--- src/rtl/serial_add64_ctrl_pkg.sv ---
// ----------------------------------------------------------------------------
// serial_add64_ctrl_pkg : shared state encoding and slice width for the
//                         slice-serial 64-bit adder/subtractor.
// Revision: 1.0
// ----------------------------------------------------------------------------
`default_nettype none

package serial_add64_ctrl_pkg;

    localparam int SLICE_W = 16;

    typedef enum logic [1:0] {
        IDLE = 2'd0,
        ADD  = 2'd1,
        DONE = 2'd2
    } state_t;

endpackage

`default_nettype wire

--- src/rtl/serial_add64_ctrl_adder.sv ---
// ----------------------------------------------------------------------------
// SixteenBitAdder : combinational 16-bit adder slice with carry in/out.
// Revision: 1.0
// ----------------------------------------------------------------------------
`default_nettype none

module SixteenBitAdder (
    input  logic [15:0] a,
    input  logic [15:0] b,
    input  logic        c_in,
    output logic [15:0] sum,
    output logic        c_out
);

    assign {c_out, sum} = {1'b0, a} + {1'b0, b} + {16'd0, c_in};

endmodule

`default_nettype wire

--- src/rtl/serial_add64_ctrl.sv ---
// ----------------------------------------------------------------------------
// serial_add64_ctrl : 64-bit add/subtract built from one 16-bit adder slice
//                     stepped over N_SLICES cycles, least-significant first.
// Revision: 1.0
// ----------------------------------------------------------------------------
`default_nettype none

module serial_add64_ctrl
    import serial_add64_ctrl_pkg::*;
#(
    parameter int N_SLICES = 4
) (
    input  logic                        clk,
    input  logic                        reset,
    input  logic                        start,
    input  logic                        sub,
    input  logic [SLICE_W*N_SLICES-1:0] a,
    input  logic [SLICE_W*N_SLICES-1:0] b,
    input  logic                        c_in,
    output logic [SLICE_W*N_SLICES-1:0] sum,
    output logic                        c_out,
    output logic                        ovf,
    output logic                        busy,
    output logic                        done
);

    localparam int W     = SLICE_W * N_SLICES;
    localparam int IDX_W = (N_SLICES > 1) ? $clog2(N_SLICES) : 1;
    localparam logic [IDX_W-1:0] LAST_IDX = IDX_W'(N_SLICES - 1);

    state_t             state;
    state_t             state_nxt;
    logic [IDX_W-1:0]   idx;
    logic [W-1:0]       op_a;
    logic [W-1:0]       op_b;
    logic               carry;
    logic [SLICE_W-1:0] slice_a;
    logic [SLICE_W-1:0] slice_b;
    logic [SLICE_W-1:0] slice_sum;
    logic               slice_cout;
    logic               accept;
    logic               last;

    // Start is honoured in IDLE and in DONE (back-to-back), never in ADD.
    assign accept = start && (state != ADD);
    assign last   = (state == ADD) && (idx == LAST_IDX);
    assign busy   = (state == ADD);
    assign done   = (state == DONE);

    assign slice_a = op_a[SLICE_W*idx +: SLICE_W];
    assign slice_b = op_b[SLICE_W*idx +: SLICE_W];

    SixteenBitAdder u_slice (
        .a     (slice_a),
        .b     (slice_b),
        .c_in  (carry),
        .sum   (slice_sum),
        .c_out (slice_cout)
    );

    always_ff @(posedge clk or posedge reset) begin
        if (reset) begin
            state <= IDLE;
        end else begin
            state <= state_nxt;
        end
    end

    always_comb begin
        state_nxt = state;
        case (state)
            IDLE:    if (start) state_nxt = ADD;
            ADD:     if (last)  state_nxt = DONE;
            DONE:    state_nxt = start ? ADD : IDLE;
            default: state_nxt = IDLE;
        endcase
    end

    always_ff @(posedge clk or posedge reset) begin
        if (reset) begin
            idx   <= '0;
            op_a  <= '0;
            op_b  <= '0;
            carry <= 1'b0;
            sum   <= '0;
            c_out <= 1'b0;
            ovf   <= 1'b0;
        end else if (accept) begin
            idx   <= '0;
            op_a  <= a;
            op_b  <= sub ? ~b : b;
            carry <= sub ? 1'b1 : c_in;
            sum   <= '0;
        end else if (state == ADD) begin
            sum[SLICE_W*idx +: SLICE_W] <= slice_sum;
            carry <= slice_cout;
            idx   <= idx + IDX_W'(1);
            if (last) begin
                c_out <= slice_cout;
                // Overflow uses the already-inverted B for subtraction.
                ovf   <= (op_a[W-1] == op_b[W-1]) && (slice_sum[SLICE_W-1] != op_a[W-1]);
            end
        end
    end

endmodule

`default_nettype wire

--- config.mk ---
export PLATFORM = sky130hd
export DESIGN_NAME = serial_add64_ctrl
export DESIGN_NICKNAME = d
export VERILOG_FILES = /design/src/rtl/serial_add64_ctrl_pkg.sv /design/src/rtl/serial_add64_ctrl_adder.sv /design/src/rtl/serial_add64_ctrl.sv
export SDC_FILE = /design/constraint.sdc
export NUM_CORES = 1
export LEC_CHECK = 0
export BUFFER_PORTS_ARGS = -buffer_cell sky130_fd_sc_hd__buf_2
export CAP_MARGIN = 40
export CORE_AREA = 2 2 117 175
export DETAILED_ROUTE_END_ITERATION = 6
export DIE_AREA = 0 0 119 177
export GPL_TIMING_DRIVEN = 0
export PLACE_DENSITY_LB_ADDON = 0.12
export SYNTH_ARGS = -nofsm -noshare
export SYNTH_HDL_FRONTEND = slang
export SYNTH_SLANG_ARGS = --single-unit
--- constraint.sdc ---
create_clock -name clk -period 8.45 [get_ports clk]
set_clock_uncertainty 0.05 [all_clocks]
set_input_delay 1.2675 -clock clk [delete_from_list [all_inputs] [get_ports clk]]
set_output_delay 1.2675 -clock clk [all_outputs]
set_load 0.01 [all_outputs]
* Yosys cells after proc, flatten, opt, wreduce, memory -nomap -nowiden
Index checks and enable logic that the tools add are counted.
Cells by class: add/subtract/negate cells 4, equality and inequality tests 8, shift-type cells 4, muxes and demuxes 13, bitwise logic cells 2, reduce and logical (&&, ||, !) cells 7
Operators with widths (number):
- $mux 64 | 3
- $shiftx 64x7->16 | 2
- $bwmux 64 | 1
- $not 64->64 | 1
- $shift 16x34->64 const A | 1
- $shiftx 16x34->64 | 1
- $neg 6->34 | 1
- $add 16x16->17 | 1
- $add 17x1->17 | 1
- $mux 2 | 4
- $pmux 2 s3 | 1
- $eq 2x2->1 const B | 2
- $mux 1 | 4
- $ne 2x1->1 const B | 2
- $logic_and 1x1->1 | 3
- $reduce_and 3->1 | 1
- $add 2x1->2 const B | 1
- $eq 2x1->1 const B | 1
- $logic_not 2->1 | 1
- $ne 2x2->1 const B | 1
- $reduce_and 2->1 | 1
- $reduce_bool 2->1 | 1
- $eq 1x1->1 | 1
- $ne 1x1->1 | 1
- $not 1->1 | 1
Storage, ports and cells: bits in registers 199, logic and storage cells 46

* Depth between registers and ports, before layout
word-level depth 7, gate-level depth with buffers 11, gate-level depth less buffers 9

* By module
From an unflattened synthesis, not the netlist that was laid out.
Unflattened totals: cells, all modules 748, area total of the unflattened synthesis 9635.5 µm²
By module, submodules not included:
- serial_add64_ctrl | times used 1, cells an instance 646, area each 8889.8 µm², sequential area each 4979.8 µm²
- SixteenBitAdder | times used 1, cells an instance 102, area each 745.7 µm², sequential area each 0.0 µm²

* Least setup slack after synthesis
No wires, ideal clock.
path kind register to register, from register idx[0], to register sum[10], setup time 121 ps, arrival 3292 ps, path slack 4987 ps, stages on the path, launching flop included 11, period minus slack after synthesis 3463 ps, path through dfrtp_1 buf_2 mux4_2 fa_1 fa_1 a21oi_1 o221ai_2 nor3_1 nor4_1 or3_4 a22o_1
Between the ends: word-level cells in the longest chain between the ends 7, elaborated cells between the ends (all ways) 10, classes of those cells add/sub (3); shift (4); mux (3)
Ends and longest elaborated chain:
- from (decl) | line serial_add64_ctrl.sv:33 | logic [IDX_W-1:0] idx;
- from (signal assigned) | line serial_add64_ctrl.sv:97 | idx <= idx + IDX_W'(1);
- $shiftx 64x7->16 (on tied branches) | line serial_add64_ctrl.sv:50, serial_add64_ctrl.sv:51
- $add 16x16->17 | line serial_add64_ctrl_adder.sv:15 | assign {c_out, sum} = {1'b0, a} + {1'b0, b} + {16'd0, c_in};
- $add 17x1->17 | line serial_add64_ctrl_adder.sv:15
- $shiftx 16x34->64 | line serial_add64_ctrl.sv:95 | sum[SLICE_W*idx +: SLICE_W] <= slice_sum;
- $bwmux 64 (*) | line serial_add64_ctrl.sv:95
- $mux 64 (*) | line serial_add64_ctrl.sv:94 | end else if (state == ADD) begin
- $mux 64 (*) | line serial_add64_ctrl.sv:88 | end else if (accept) begin
- to (signal, indexed assignment) | line serial_add64_ctrl.sv:95
- to (decl) | line serial_add64_ctrl.sv:20 | output logic [SLICE_W*N_SLICES-1:0] sum,
Mark *: on every way between the ends. The rest lies on a longest branch, timed or not. The select of a mux whose other input is x is not followed. A chain may end at the register's enable or synchronous reset.

* Final worst setup path
from register idx[1], to register sum[42]
Same word-level chain as after synthesis.

==> flow_summary.yaml <==
status:
  status: "finished clean"
clock_tree:
  cts_resized: 0
  clockBufferDepth: 2
  clkLatencyLatePin_ns: 0.44
  cts_tree: "done"
  h-tree-depth: 4
  postCtsHoldBufs: 0
  cts.clk_slew.worst_paths_ns: 0.07
  cts_buffers: 17
  clock_sinks: 199
  cts_root_buffer: "clkbuf_16"
  cts_setup_buffers: 0
floorplanning:
  initial_core_util_pct: 48.03
  core_area_um2: 19630
  floorplan.die_area_um2: 21060
  num_rows: 63
  fp.dieW_um: 119
  io_pins: 201
  die_h_um: 177
detailed_routing:
  first_pass_iters: 4
  finalWirelength_um: 25190
  ant_nets: 0
  remaining_drc_errors: 0
  vias_per_cell: 5.211
  drtIter0Drc: 530
  routedWlPerCell_um: 18.22
  dr_total_vias: 7207
sta:
  max_freq_ghz: 0.2506
  tightest_slew_ns: 0.8014
  drv_slew: 0
  setup_viol: 0
  rsz0062_at_grt: "no"
  holdWs_ns: 0.4247
  fin_crit_sh_pct: 47.22
  finalHoldViolCount: 0
  maxSlewHeadroom_pct: 46.58
  setup_slack_ns: 4.460
  min_period_ns: 3.990
finish:
  fin_util_pct: 58.05
  num-fill-cells: 1727
  final_net_count: 1264
  drive_gt1_share_pct: 25.65
  syn_to_final_growth_pct: 20.87
  final_area_um2: 11390
  n_antenna_cell: 0
yosys:
  ys_seq_elements: 199
  syn-num-nets: 1043
  synth_cells: 889
  async_reset_ff_share_pct: 100.0
  ys_types: 53
  yosys_warnings: 0
  synth_area_leaders: "dfrtp_1, nand2_1, mux4_2, xnor2_1, a22o_1"
  synth_area_um2: 9427
  yosys.area.top_type: "dfrtp_1"
  netlist.area_leader.share_pct: 52.83
  synth-main-ff-cell: "dfrtp_1"
  synth_enable_flop_cells: 0
  syn_area_per_cell_um2: 10.60
  ys_seq_area_share_pct: 52.83
setup_path:
  crit_arrival_ns: 4.26
  start_kind: "flop"
  required_ns: 8.72
  worstSetupPathType: "reg -> reg"
  crit_fanout: 10
  end_kind: "flop"
placed_design:
  routabilityCongestion: 0.8376
  placed_area_um2: 10800
  hpwl_um: 19740
  numPortBuffers: 200
  place_ws_ns: 4.454
power:
  p_leak_nw: 5.681
  power_density_nw_per_um2: 447.0
  vdd_ir_drop_max_v: 0.0001698
global_routing:
  antenna_found_initial: 0
  overflow: 0
  grt_pass1_wl_um: 39700
  gr-usage-all-layers_pct: 24.96
  grt_pass1_vias: 7410
  grt_max_degree: 123
min_path:
  hold_path_class: "reg -> reg"
run:
  cap_violations: 0
[worst paths after layout]
check | start | endpoint | slack (ns) | cells past startpoint
max | idx[1]$_DFFE_PP0P_ | sum[42]$_DFFE_PP0P_ | 4.46 | 10
min | op_b[38]$_DFFE_PP0P_ | op_b[38]$_DFFE_PP0P_ | 0.42 | 2
max reg2reg | idx[1]$_DFFE_PP0P_ | sum[42]$_DFFE_PP0P_ | 4.46 | 10
min reg2reg | op_b[38]$_DFFE_PP0P_ | op_b[38]$_DFFE_PP0P_ | 0.42 | 2
max in group asynchronous | reset | op_a[60]$_DFFE_PP0P_ | 6.51 | 3
min in group asynchronous | reset | sum[1]$_DFFE_PP0P_ | 0.84 | 2
[Yosys cell counts (all sizes together) (2+ instances only)]
cell type and number:
nand2 280, dfrtp 199, o21ai 78, xnor2 68
a22o 51, clkbuf 32, mux4 32, buf 21
ha 19, nor2 15, a21oi 14, inv 10
or3 7, xor2 6, a32o 5, o31ai 5
nand2b 4, nand3 4, nor3 4, a211oi 3
o211ai 3, and2 2, and3 2, fa 2
nand4 2, nor4 2, o22ai 2
[flip-flops by register name, summed over array words and instances, names as in the netlist]
name,cells
sum,64
op_a,64
op_b,64
state,2
idx,2
c_out,1
carry,1
ovf,1
[area by class of cell]
cell class                 instances  area, um^2  share of cell area (%)
sequential                       199        4980                   43.71
multi-input combinational        627        4195                   36.82
timing repair buffer             202        1040                   9.126
clock buffer                      23       478.0                   4.195
tap                              260       325.3                   2.855
buffer                            53       214.0                   1.878
clock inverter                     9       116.4                   1.021
inverter                          10       45.04                  0.3953
[cells in the final DEF, fill, tap and decap left out, types with 4 or more instances in the layout]
master	n
dfrtp_1	199
o31ai_1	4
ha_1	19
nor2_1	15
a21oi_1	12
a22o_1	51
nor3_1	4
xor2_1	6
o21ai_0	77
buf_2	212
or3_1	6
nand2_1	280
nand3_1	4
clkbuf_16	17
inv_1	8
mux4_2	32
clkbuf_1	35
xnor2_1	68
buf_1	9
a32o_1	5
nand2b_1	4
[report_power, final]
group | leakage, nW | switching (mW) | internal (mW) | total, mW
sequential | 2.56 | 0.219 | 1.35 | 1.57
clock | 0.288 | 0.361 | 0.464 | 0.825
combinational | 2.84 | 1.66 | 1.04 | 2.70
[metal layers]
layer  routed length (um)  track usage (%)  vias to the layer above
met5                    0                0                        -
met4                  489            7.738                        0
met3                 1005            3.963                       30
met2                13720            46.84                      197
met1                 9975            29.02                     3470
li1                     -                -                     3510
[per-stage QoR]
step           instances  TNS (ns)  total power, mW
2_1_floorplan        889         0            3.478
3_3_place_gp        1349    -96.87            4.240
3_5_place_dp        1351         0            4.293
4_1_cts             1383         0            5.129
5_1_grt             1383         0            5.482
6_report            1383         0            5.093
[critical path, cell delays in order (launching register included)]
cell	delay, ns
dfrtp_1	0.38
clkbuf_1	0.46
clkbuf_1	0.55
mux4_2	0.45
fa_1	0.46
a21oi_1	0.30
o221ai_2	0.19
nor3_1	0.30
nor4_1	0.11
or3_4	0.43
a22o_1	0.20
[cells by family (layout without fill, tap and decap cells)]
group | after synthesis | count (layout) | share of synthesized area, %
and+or+nand+nor | 325 | 325 | 13.86
DFF | 199 | 199 | 52.83
xor gates and xnor gates | 74 | 74 | 6.875
muxes | 33 | 33 | 7.752
buffers and inverters | 63 | 297 | 2.668
AOI/OAI and AO/OA | 174 | 174 | 13.07
adders and majority gates | 21 | 21 | 2.947
Note: power is estimated with default switching activity, not from simulation.
